$ cat src/rtl/seq_gen_moore.sv
// -----------------------------------------------------------------------------
// seq_gen_moore
//
// Serial pattern transmitter. Emits PATTERN MSB-first, one bit per clock, for a
// latched number of back-to-back repetitions, under a registered Moore FSM with
// a start/busy/done handshake and a graceful stop request.
//
// Optional feature (compile-time macro):
//   SEQ_GEN_PARITY_EN  - each pattern instance is followed by one even-parity
//                        bit (^PATTERN), giving a frame of PATTERN_W+1 bits.
//                        Undefined: frames are PATTERN_W bits, back-to-back.
//
// Parameters:
//   PATTERN_W   pattern length in bits (>= 2)
//   PATTERN     transmitted pattern, bit PATTERN_W-1 sent first
//   CNT_W       width of the repetition count
//
// Ports:
//   clk_i         clock, all logic on the rising edge
//   rst_ni        synchronous active-low reset
//   start_i       transmission request, sampled only in IDLE
//   reps_i        number of pattern instances, latched when start is accepted
//   stop_i        graceful stop, current instance always completes
//   out_o         serial data bit, 0 whenever out_valid_o is 0
//   out_valid_o   out_o carries a pattern or parity bit this cycle
//   busy_o        transmission in progress
//   done_o        one-cycle completion pulse after the last bit
// -----------------------------------------------------------------------------
module seq_gen_moore #(
  parameter int unsigned          PATTERN_W = 5,
  parameter logic [PATTERN_W-1:0] PATTERN   = 5'b01011,
  parameter int unsigned          CNT_W     = 4
) (
  input  logic             clk_i,
  input  logic             rst_ni,
  input  logic             start_i,
  input  logic [CNT_W-1:0] reps_i,
  input  logic             stop_i,
  output logic             out_o,
  output logic             out_valid_o,
  output logic             busy_o,
  output logic             done_o
);

  localparam int unsigned IDX_W = $clog2(PATTERN_W);
  localparam logic [IDX_W-1:0] LAST_IDX = IDX_W'(PATTERN_W - 1);

`ifdef SEQ_GEN_PARITY_EN
  typedef enum logic [1:0] {
    S_IDLE   = 2'd0,
    S_SEND   = 2'd1,
    S_PARITY = 2'd2,
    S_DONE   = 2'd3
  } state_e;
`else
  typedef enum logic [1:0] {
    S_IDLE = 2'd0,
    S_SEND = 2'd1,
    S_DONE = 2'd3
  } state_e;
`endif

  state_e           state_q, state_d;
  logic [IDX_W-1:0] idx_q, idx_d;
  logic [CNT_W-1:0] rem_q, rem_d;
  logic             stop_pend_q, stop_pend_d;

  logic             out_q, out_d;
  logic             out_valid_q, out_valid_d;
  logic             busy_q, busy_d;
  logic             done_q, done_d;

  logic             end_inst;
  logic [IDX_W-1:0] bit_sel;

  // Next-state logic.
  // NOTE: every variable written here gets a default first, so no path through
  // the case leaves it unassigned and no latch is inferred.
  always_comb begin
    state_d     = state_q;
    idx_d       = idx_q;
    rem_d       = rem_q;
    stop_pend_d = stop_pend_q;
    end_inst    = 1'b0;

    unique case (state_q)
      S_IDLE: begin
        // A zero repetition count is not a request at all.
        if (start_i && (reps_i != '0)) begin
          rem_d       = reps_i;
          idx_d       = '0;
          stop_pend_d = 1'b0;
          state_d     = S_SEND;
        end
      end

      S_SEND: begin
        if (stop_i) stop_pend_d = 1'b1;
        if (idx_q == LAST_IDX) begin
`ifdef SEQ_GEN_PARITY_EN
          state_d = S_PARITY;
`else
          end_inst = 1'b1;
`endif
        end else begin
          idx_d = idx_q + IDX_W'(1);
        end
      end

`ifdef SEQ_GEN_PARITY_EN
      S_PARITY: begin
        if (stop_i) stop_pend_d = 1'b1;
        end_inst = 1'b1;
      end
`endif

      S_DONE: state_d = S_IDLE;

      default: state_d = S_IDLE;
    endcase

    // Instance boundary. A stop seen on this very bit still counts, so the
    // current instance is the last one. rem_q is never 0 while sending, so the
    // decrement cannot wrap.
    if (end_inst) begin
      rem_d = rem_q - CNT_W'(1);
      idx_d = '0;
      if ((rem_q == CNT_W'(1)) || stop_pend_q || stop_i) begin
        state_d = S_DONE;
      end else begin
        state_d = S_SEND;
      end
    end
  end

  // Moore outputs decoded from the next state and registered, so they line up
  // with the state they describe and carry no combinational path from inputs.
  assign bit_sel = LAST_IDX - idx_d;

  always_comb begin
    out_d       = 1'b0;
    out_valid_d = 1'b0;
    busy_d      = 1'b0;
    done_d      = 1'b0;
    unique case (state_d)
      S_SEND: begin
        out_d       = PATTERN[bit_sel];
        out_valid_d = 1'b1;
        busy_d      = 1'b1;
      end
`ifdef SEQ_GEN_PARITY_EN
      S_PARITY: begin
        out_d       = ^PATTERN;
        out_valid_d = 1'b1;
        busy_d      = 1'b1;
      end
`endif
      S_DONE: done_d = 1'b1;
      default: ;
    endcase
  end

  // NOTE: sequential state uses non-blocking assignments so every register
  // samples the pre-edge values regardless of statement order.
  always_ff @(posedge clk_i) begin
    if (!rst_ni) begin
      state_q     <= S_IDLE;
      idx_q       <= '0;
      rem_q       <= '0;
      stop_pend_q <= 1'b0;
      out_q       <= 1'b0;
      out_valid_q <= 1'b0;
      busy_q      <= 1'b0;
      done_q      <= 1'b0;
    end else begin
      state_q     <= state_d;
      idx_q       <= idx_d;
      rem_q       <= rem_d;
      stop_pend_q <= stop_pend_d;
      out_q       <= out_d;
      out_valid_q <= out_valid_d;
      busy_q      <= busy_d;
      done_q      <= done_d;
    end
  end

  assign out_o       = out_q;
  assign out_valid_o = out_valid_q;
  assign busy_o      = busy_q;
  assign done_o      = done_q;

endmodule

$ cat config.mk
export PLATFORM = sky130hd
export DESIGN_NAME = seq_gen_moore
export DESIGN_NICKNAME = d
export VERILOG_FILES = /design/src/rtl/seq_gen_moore.sv
export SDC_FILE = /design/constraint.sdc
export NUM_CORES = 1
export LEC_CHECK = 0
export CAP_MARGIN = 20
export CORE_AREA = 2 2 41 43
export CTS_BUF_LIST = sky130_fd_sc_hd__clkbuf_8 sky130_fd_sc_hd__clkbuf_16
export CTS_CLUSTER_SIZE = 25
export DETAILED_ROUTE_END_ITERATION = 10
export DIE_AREA = 0 0 43 45
export PLACE_DENSITY_LB_ADDON = 0.25
export SLEW_MARGIN = 40
export SYNTH_ARGS = -nofsm -noshare
export SYNTH_HDL_FRONTEND = slang
export SYNTH_SLANG_ARGS = --single-unit
export TNS_END_PERCENT = 1
$ cat constraint.sdc
create_clock -name clk_i -period 2.4 [get_ports clk_i]
set_clock_uncertainty 0.2 [all_clocks]
set_input_delay 0.36 -clock clk_i [delete_from_list [all_inputs] [get_ports clk_i]]
set_output_delay 0.36 -clock clk_i [all_outputs]
set_load 0.02 [all_outputs]
---- Yosys cells after proc, flatten, opt, wreduce, memory -nomap -nowiden ----
Memory sizes are Yosys's and may differ from the RTL's. A register that Yosys moved wholly into a read port is not among the register bits.
Index checks and enable logic that the tools add are counted.
operators by class
  $add $sub $neg .......................... 3
  equality and inequality tests ........... 7
  muxes and demuxes ....................... 18
  reduce and logical (&&, ||, !) cells .... 12
operator list
  operator                                                                count
  4-bit 2-to-1 mux                                                        3
  3-bit 2-to-1 mux                                                        3
  1-bit 2-to-1 mux                                                        6
  2-bit 2-to-1 mux                                                        3
  3-bit case mux with 2 select lines                                      1
  2-bit nonzero test                                                      3
  2-bit by 1-bit equality test with 1-bit output (second input constant)  2
  4-bit by 1-bit equality test with 1-bit output (second input constant)  1
  2-bit inequality test (second input constant)                           2
  2-bit case mux with 2 select lines                                      1
  2-bit AND reduction                                                     2
  4-bit nonzero test                                                      1
  4-bit by 1-bit subtractor with 4-bit output (second input constant)     1
  3-bit by 1-bit adder with 3-bit output (second input constant)          1
  3-bit equality test (second input constant)                             1
  3-bit AND reduction                                                     1
  3-bit subtractor (first input constant)                                 1
  2-bit equality test (second input constant)                             1
  2-bit zero test                                                         1
  1-bit logical OR                                                        2
  1-bit case mux with 2 select lines                                      1
  1-bit logical AND                                                       1
  1-bit zero test                                                         1
word-level totals
  register bits ........................... 12
  bits in read-only memories .............. 8
  bits of input ports ..................... 8
  output and inout bits ................... 4
  memories ................................ 1
memories
  memory           depth  bits a word  read ports  clocked after memory_dff  wr ports  RTL line  source
  (no name shown)  8      1            1           1                         0         147       out_d = PATTERN[bit_sel];

---- Longest topological paths before layout ----
Gate-level depths: netlist of the first run.
  depth in word-level cells ............... 8
  gate-level depth with buffers ........... 6
  gate-level depth less buffers ........... 6

---- Least setup slack after synthesis of the first run ----
No wires, ideal clock.
  kind .................................... flip-flop to flip-flop
  from .................................... register idx_q[0]
  to ...................................... register out_q (netlist: out_o)
  library setup time ...................... 103 ps
  arrival ................................. 1676 ps
  data required time ...................... 2097 ps
  slack ................................... 421 ps
  cell stages (with the launch flop) ...... 7
  path buffers ............................ 0
  clock period less this slack ............ 1979 ps
  cell sequence ........................... dfxtp_1 > inv_1 > ha_1 > or2_2 > a221oi_2 > o221ai_2 > a2111oi_2
on the way
  word-level cells in the longest chain between the ends .. 7
  elaborated cells on any way between the ends .. 13
  those cells by class .................... add/sub: 2; eq/ne: 2; mux: 7; reduce/logical: 2
ends and longest elaborated chain
  what                                                                                            RTL line  source
  from (decl)                                                                                     64        logic [IDX_W-1:0] idx_q, idx_d;
  from (signal assigned)                                                                          177       idx_q <= idx_d;
  parallel branches: the longest is 7 deep, another holds 3-bit by 1-bit adder with 3-bit output  -
  to (decl)                                                                                       68        logic out_q, out_d;
Several ways; the timed one is not identified.
A chain may end at the register's enable or synchronous reset.

---- Worst setup path after layout of the first run ----
  from .................................... input reps_i[0]
  to ...................................... register out_q (netlist: out_o)
on the way
  word-level cells in the longest chain between the ends .. 8
  elaborated cells on any way between the ends .. 12
  those cells by class .................... add/sub: 1; eq/ne: 1; mux: 6; reduce/logical: 4
ends and longest elaborated chain
  what                                                                      RTL line  source
  from (decl)                                                               37        input logic [CNT_W-1:0] reps_i,
  4-bit nonzero test *                                                      89        if (start_i && (reps_i != '0)) begin
  1-bit logical AND *                                                       89
  parallel branches: the longest is 6 deep, another holds 3-bit subtractor  -
Every way passes the cells marked *.

==> flow_metrics.tcl, run 1 <==
set metrics [dict create \
    status "completed" \
    ioPinCount 12 \
    avgSynthCellArea_um2 8.98 \
    grt_usage_pct 19.1 \
    synth_fa_ha_area_share_pct 7.14 \
    overflow 0 \
    drv_cap 0 \
    cellLeakagePower_nw 0.342 \
    post-cts-setup-buffer-count 0 \
    cts_tree "built" \
    synth_simple_gate_area_share_pct 27.1 \
    synth_common_cells "dfxtp_1, inv_1, nand2_1, nor2_1" \
    synth_top_area_share_pct 37.1 \
    p_total_mw 0.508 \
    avgViaCountPerCell 5.60 \
    cts_hold_buf 0 \
    async_flop_share_pct 0 \
    die_y_um 45 \
    path_max_fanout 4 \
    cts_buffers 3 \
    ys_seq_elements 13 \
    cts_root_buffer "clkbuf_8" \
    drt_iter0_markers 8 \
    antenna_found_initial 0 \
    grt_pass1_vias 591 \
    worstSetupEndpointType "flip-flop" \
    synth_top_cell_by_area "dfxtp_1" \
    max_freq_mhz 448 \
    clockBufferDepth 2 \
    arrival_ns 2.17 \
    routed_wirelength_mm 1.47 \
    synth_xor_area_share_pct 0 \
    relSlewSlack_pct 73.1 \
    vias 616 \
    clock_sinks 13 \
    first_pass_iters 4 \
    min_period_over_period_pct 93.0 \
    synth_area_um2 701 \
    netlist_top_cells_area "dfxtp_1, ha_1, and2_1" \
    hold_viol_final 0 \
    hold_slack_ns 0.287 \
    finalWorstSetupSlack_ns 0.168 \
    synth.most_common_cell "dfxtp_1" \
    synth_top_family_by_area "simple AND/OR/NAND/NOR gates" \
    min_period_ns 2.23 \
    post-route-util_pct 60.3 \
    hp-class "reg2reg" \
    rows 14 \
    yosys_warnings 0 \
    synthesis.nets 90 \
    cp-start-kind "input pin" \
    fillers 135 \
    synth-edff-count 0 \
    insertion_delay_ns 0.25 \
    drive_gt1_share_pct 13.8 \
    synth_compound_area_share_pct 22.1 \
    pwr_density_cell_mw_per_mm2 572 \
    dp_slack_ns -0.0789 \
    synthMuxAreaShare_pct 1.61 \
    grt_pass1_wl_mm 2.62 \
    worstPathRequired_ns 2.34 \
    hpwl_mm 1.12 \
    instances_no_fill 110 \
    path_clk_slew_ns 0.05 \
    syn_to_final_growth_pct 26.6 \
    cts_max_level 1 \
    design.core.area_mm2 0.00147 \
    gp_congestion 0.822 \
    slew_violations 0 \
    io_buffer_count 11 \
    nNetsFinal 107 \
    setup_viol 0 \
    die_area_mm2 0.00194 \
    irDropWorstVdd_mv 0.402 \
    post-route-drc-count 0 \
    dieWidth_um 43 \
    netlist_instances 78 \
    ant_nets 0 \
    crit_type "in2reg" \
    start_util_pct 47.6 \
    yosysUniqueCellTypes 33 \
    wire_per_inst_um 13.4 \
    grt_max_degree 12 \
    rsz0062_at_grt "false" \
    ys_seq_area_share_pct 37.1 \
    dp_cells 106 \
    ys.flop_type "dfxtp_1" \
    antennaDiodeCount 0 \
    worst_pin_slew_ns 0.401 \
    postCtsResizedCells 0 \
]
==> layout by cell type, fill, tap and decap left out, drive strengths merged, types with 2 or more instances in the layout <==
cell / instances
a211oi: 2
o221ai: 2
nand2: 5
o21ai: 4
a21boi: 2
clkdlybuf4s50: 11
nand3: 2
buf: 3
a21oi: 4
or3: 2
nor2: 5
clkbuf: 3
nand2b: 3
nor2b: 3
o21a: 2
dfxtp: 13
inv: 7
ha: 4
and2: 4
==> layer usage <==
metal | global-route usage (%) | wire length [µm]
met1 | 25.1 | 749
met2 | 27.0 | 640
met3 | 3.60 | 32
met4 | 16.4 | 48
met5 | 0 | 0
==> cell families (layout without fill, tap and decap cells) <==
kind of cell | after synthesis | after routing
adder cells (fa/ha/maj) | 4 | 4
multiplexers | 1 | 1
AND/OR/NAND/NOR | 32 | 32
flip-flops | 13 | 13
AO/OA/AOI/OAI | 20 | 20
buffers and inverters | 8 | 24
==> cell type report <==
class	count	area, µm²	area share [%]
clock buffer	3	41.3	4.65
clock inverter	1	3.75	0.423
inverter	6	22.5	2.54
multi-input combinational	57	407	45.8
sequential	13	260	29.3
tap	16	20.0	2.26
timing repair buffer	14	133	15.0
==> stage by stage <==
stage	instance area [µm²]	TNS, ns
5_1_grt	887	0
3_5_place_dp	842	-0.0789
4_1_cts	887	0
2_1_floorplan	701	0
3_3_place_gp	842	-0.0167
6_report	887	0
==> critical path: stages <==
cell and delay [ns]:
clkdlybuf4s50_1 0.42, or4_4 0.57, a221oi_2 0.33, o221ai_2 0.14, a2111oi_2 0.35
==> flip-flops by register name (all words and copies together) (netlist names) <==
name         cells
busy_o           1
done_o           1
idx_q            3
out_o            1
rem_q            4
state_q          2
stop_pend_q      1
==> worst paths after layout <==
kind / depth (start not counted) / endpoint / slack, ns / start
worst max-delay path: 5 / out_o / 0.17 / reps_i[0]
worst min-delay path: 2 / rem_q[1] / 0.29 / rem_q[1]
worst max register to register: 6 / out_o / 0.24 / idx_q[0]
worst min register to register: 2 / rem_q[1] / 0.29 / rem_q[1]
==> where the power goes <==
group	switching, mW	total [mW]	internal (mW)
sequential	0.00849	0.236	0.227
clock	0.0770	0.190	0.113
combinational	0.0394	0.0822	0.0428
total	0.125	0.508	0.383
(Power assumes the default switching activity.)
==> run 2, diff against run 1 <==
--- a/config.mk
+++ b/config.mk
@@ -6,11 +6,11 @@
 export NUM_CORES = 1
 export LEC_CHECK = 0
 export CAP_MARGIN = 20
-export CORE_AREA = 2 2 41 43
-export CTS_BUF_LIST = sky130_fd_sc_hd__clkbuf_8 sky130_fd_sc_hd__clkbuf_16
+export CORE_AREA = 2 2 40 42
+export CTS_BUF_LIST = sky130_fd_sc_hd__clkbuf_8
 export CTS_CLUSTER_SIZE = 25
 export DETAILED_ROUTE_END_ITERATION = 10
-export DIE_AREA = 0 0 43 45
+export DIE_AREA = 0 0 42 44
 export PLACE_DENSITY_LB_ADDON = 0.25
 export SLEW_MARGIN = 40
 export SYNTH_ARGS = -nofsm -noshare
==> flow_metrics.tcl, run 2 (synthesis results as in run 1) <==
set metrics [dict create \
    cellLeakagePower_nw 0.342 \
    start_util_pct 49.4 \
    cts_hold_buf 0 \
    crit_family "compound AO/OA/AOI/OAI gates" \
    hp-class "reg2reg" \
    routed_wirelength_mm 1.37 \
    worstPathRequired_ns 2.34 \
    path_clk_slew_ns 0.06 \
    crit_type "in2reg" \
    min_period_ns 2.19 \
    cts_tree "built" \
    largest_reg_flops 4 \
    worstSetupEndpointType "flip-flop" \
    status "completed" \
    instances_no_fill 110 \
    syn_to_final_growth_pct 26.6 \
    clock_sinks 13 \
    die_area_mm2 0.00185 \
    slew_violations 0 \
    holdCritStartpoint "rem_q[1]" \
    cts_max_level 1 \
    gp_congestion 0.812 \
    grt_usage_pct 17.5 \
    finalSetupTns_ns 0 \
    max_freq_mhz 456 \
    reg2reg_setup_slack_ns 0.30 \
    relSlewSlack_pct 72.6 \
    grt_max_degree 12 \
    dp_cells 106 \
    first_pass_iters 4 \
    worst_pin_slew_ns 0.410 \
    layout_commonest_cell "dfxtp_1" \
    antennaDiodeCount 0 \
    ant_nets 0 \
    drt_iter0_markers 12 \
    rows 14 \
    dieWidth_um 42 \
    p_total_mw 0.504 \
    hold_path_depth 2 \
    reg2reg_depth 6 \
    path_buf_inv 1 \
    path_max_fanout 4 \
    postCtsResizedCells 0 \
    post-cts-setup-buffer-count 0 \
    irDropWorstVdd_mv 0.467 \
    vias 602 \
    design.core.area_mm2 0.00142 \
    wire_per_inst_um 12.4 \
    die_y_um 44 \
    arrival_ns 2.13 \
    grt_pass1_wl_mm 2.44 \
    drv_cap 0 \
    cp.depth 5 \
    fillers 119 \
    rsz0062_at_grt "false" \
    regMostFlops "rem_q" \
    r2r_start "idx_q[0]" \
    overflow 0 \
    cts_buffers 3 \
    insertion_delay_ns 0.24 \
    setup_viol 0 \
    cts_root_buffer "clkbuf_8" \
    io_buffer_count 11 \
    clockBufferDepth 2 \
    antenna_found_initial 0 \
    min_period_over_period_pct 91.3 \
    critical_path.max_stage_delay_ns 0.57 \
    pwr_density_cell_mw_per_mm2 568 \
    grt_pass1_vias 596 \
    top_regs "rem_q: 4 flops, idx_q: 3 flops, state_q: 2 flops" \
    hold_viol_final 0 \
    design_area_um2 887 \
    post-route-drc-count 0 \
    avgViaCountPerCell 5.47 \
    hpwl_mm 1.08 \
    cp_slowest_cell "or4_4" \
    ioPinCount 12 \
    crit_chain "clkdlybuf4s50_1 -> or4_4 -> a221oi_2 -> o221ai_2 -> a2111oi_2" \
    nNetsFinal 107 \
    holdPathEnd "rem_q[1]" \
    rr_endpoint "out_o" \
    drive_gt1_share_pct 13.8 \
    cp-start-kind "input pin" \
    final_cell_mix "dfxtp_1, clkdlybuf4s50_1, inv_1" \
    placed_cell_area_um2 842 \
]
## run 2: cell counts in the layout (fill, tap and decap cells not counted)
Identical to the previous run, type by type.
## run 2: layout make-up
type	instances	area (µm²)	area share [%]
clock buffers	3	41.3	4.65
clock inverters	1	3.75	0.423
inverters	6	22.5	2.54
multi-input cells	57	407	45.8
flip-flops and latches	13	260	29.3
well taps	16	20.0	2.26
repair buffers	14	133	15.0
## run 2: power by group
group          total [mW]  switching, mW  leakage [nW]  internal (mW)
Clock               0.186         0.0737        0.0269          0.113
Sequential          0.235        0.00835         0.107          0.227
Combinational      0.0820         0.0390         0.209         0.0430
## run 2: worst min-delay path: stages (launching register included)
cell      delay, ns
dfxtp_1        0.32
nand2_1        0.05
a21boi_0       0.06
## run 2: metrics by stage
stage / utilization (%) / hold slack [ns] / setup slack [ns]
detailed placement: 59.3 / 0.275 / -0.0295
finish: 62.5 / 0.283 / 0.208
global route: 62.5 / 0.320 / 0.127
global placement: 59.3 / 0.271 / -0.0156
floorplan: - / 0.253 / 0.421
CTS: 62.5 / 0.283 / 0.208
## run 2: how the worst max path moves through the flow
stage          endpoint  slack [ns]      start
6_report          out_o        0.21  reps_i[0]
5_1_grt           out_o        0.13  reps_i[0]
4_1_cts           out_o        0.21  reps_i[0]
3_5_place_dp      out_o       -0.03  reps_i[0]
3_3_place_gp      out_o       -0.02  reps_i[0]
2_1_floorplan     out_o        0.42   idx_q[0]
## run 2: layer usage
metal,global-route usage (%),up-vias,routed length [µm]
met3,3.75,0,32
met4,5.81,0,0
li1,-,307,-
met2,28.4,9,676
met1,23.1,286,658
met5,0,-,0
==> run 3, diff against run 2 <==
--- a/config.mk
+++ b/config.mk
@@ -6,11 +6,12 @@
 export NUM_CORES = 1
 export LEC_CHECK = 0
 export CAP_MARGIN = 20
-export CORE_AREA = 2 2 40 42
+export CORE_AREA = 2 2 39 41
 export CTS_BUF_LIST = sky130_fd_sc_hd__clkbuf_8
 export CTS_CLUSTER_SIZE = 25
 export DETAILED_ROUTE_END_ITERATION = 10
-export DIE_AREA = 0 0 42 44
+export DIE_AREA = 0 0 41 43
+export HOLD_SLACK_MARGIN = 0.02
 export PLACE_DENSITY_LB_ADDON = 0.25
 export SLEW_MARGIN = 40
 export SYNTH_ARGS = -nofsm -noshare
==> constraint.sdc (replaced) <==
create_clock -name clk_i -period 2.6 [get_ports clk_i]
set_clock_uncertainty 0.2 [all_clocks]
set_input_delay 0.39 -clock clk_i [delete_from_list [all_inputs] [get_ports clk_i]]
set_output_delay 0.39 -clock clk_i [all_outputs]
set_load 0.02 [all_outputs]
==> flow_metrics.tcl, run 3 (synthesis results as in run 1) <==
set metrics [dict create \
    status "completed" \
    grt_usage_pct 21.1 \
    seqCellArea_um2 260 \
    pwr_density_cell_mw_per_mm2 532 \
    die_area_mm2 0.00176 \
    arrival_ns 2.18 \
    setup_viol 0 \
    largest_reg_flops 4 \
    cellLeakagePower_nw 0.332 \
    nNetsFinal 105 \
    worstPathRequired_ns 2.54 \
    finalWorstSetupSlack_ns 0.357 \
    avgViaCountPerCell 5.45 \
    hpwl_mm 1.10 \
    cts_root_buffer "clkbuf_8" \
    insertion_delay_ns 0.24 \
    multi_input_area_um2 407 \
    top_regs "rem_q: 4 flops, idx_q: 3 flops, state_q: 2 flops" \
    dieWidth_um 41 \
    slew_violations 0 \
    cts_hold_buf 0 \
    worstSetupEndpointType "flip-flop" \
    ioPinCount 12 \
    die_y_um 43 \
    cp-start-kind "input pin" \
    max_freq_mhz 446 \
    postCtsResizedCells 0 \
    cts_tree "built" \
    syn_to_final_growth_pct 24.5 \
    grt_pass1_wl_mm 2.42 \
    relSlewSlack_pct 74.7 \
    crit_type "in2reg" \
    cts_max_level 1 \
    cts_buffers 3 \
    worst_pin_slew_ns 0.378 \
    path_max_fanout 4 \
    routed_wirelength_mm 1.41 \
    antenna_found_initial 0 \
    irDropWorstVdd_mv 0.392 \
    ant_nets 0 \
    antennaDiodeCount 0 \
    overflow 0 \
    gp_congestion 0.791 \
    grt_max_degree 12 \
    first_pass_iters 4 \
    rsz0062_at_grt "false" \
    hp-class "reg2reg" \
    fillers 116 \
    p_total_mw 0.464 \
    start_util_pct 50.6 \
    io_buffer_count 11 \
    wire_per_inst_um 13.1 \
    grt_pass1_vias 576 \
    post-route-drc-count 0 \
    dp_slack_ns 0.0969 \
    hold_viol_final 0 \
    min_period_over_period_pct 86.3 \
    vias 589 \
    regMostFlops "rem_q" \
    design.core.area_mm2 0.00138 \
    drv_cap 0 \
    clockBufferDepth 2 \
    final_cell_mix "dfxtp_1, clkdlybuf4s50_1, inv_1" \
    path_clk_slew_ns 0.05 \
    drt_iter0_markers 9 \
    layout_commonest_cell "dfxtp_1" \
    drive_gt1_share_pct 12.0 \
    rows 14 \
    min_period_ns 2.24 \
    post-cts-setup-buffer-count 0 \
    clock_sinks 13 \
    finalSetupTns_ns 0 \
]
==> run 3: power by group <==
group / internal [mW] / switching (mW)
combinational: 0.0377 / 0.0355
sequential: 0.210 / 0.00759
clock: 0.104 / 0.0696
total: 0.352 / 0.113
==> run 3: area by class of cell <==
cell class / instances / share of cell area [%]
Clock inverter: 1 / 0.430
Inverter: 6 / 2.58
Timing Repair Buffer: 12 / 13.5
Clock buffer: 3 / 4.73
Sequential cell: 13 / 29.8
Tap cell: 16 / 2.30
Multi-Input combinational cell: 57 / 46.6
==> run 3: final timing paths <==
check	from	endpoint	slack, ns	cells past startpoint
max	reps_i[0]	out_o	0.36	5
min	rem_q[1]	rem_q[1]	0.29	2
min reg2reg	rem_q[1]	rem_q[1]	0.29	2
max reg2reg	idx_q[0]	out_o	0.49	6
==> run 3: worst max-delay path: stages <==
cell             delay, ns
clkdlybuf4s50_1       0.42
or4_4                 0.57
and3b_4               0.23
o31a_1                0.27
a2111oi_2             0.29
==> run 3: metrics by stage <==
| stage | utilization, % | hold WS, ns | instance area, µm² | instances |
|---|---|---|---|---|
| 5_1_grt | 63.0 | 0.361 | 872 | 108 |
| 3_5_place_dp | 59.8 | 0.288 | 827 | 104 |
| 4_1_cts | 63.0 | 0.296 | 872 | 108 |
| 3_3_place_gp | 59.8 | 0.276 | 827 | 104 |
| 6_report | 63.0 | 0.289 | 872 | 108 |
| 2_1_floorplan | - | 0.253 | 701 | 78 |
==> run 3: per-layer routing <==
metal  global-route usage [%]  wire length [µm]
met1                     26.0               626
met2                     31.3               715
met3                     4.71                39
met4                     14.0                31
met5                        0                 0
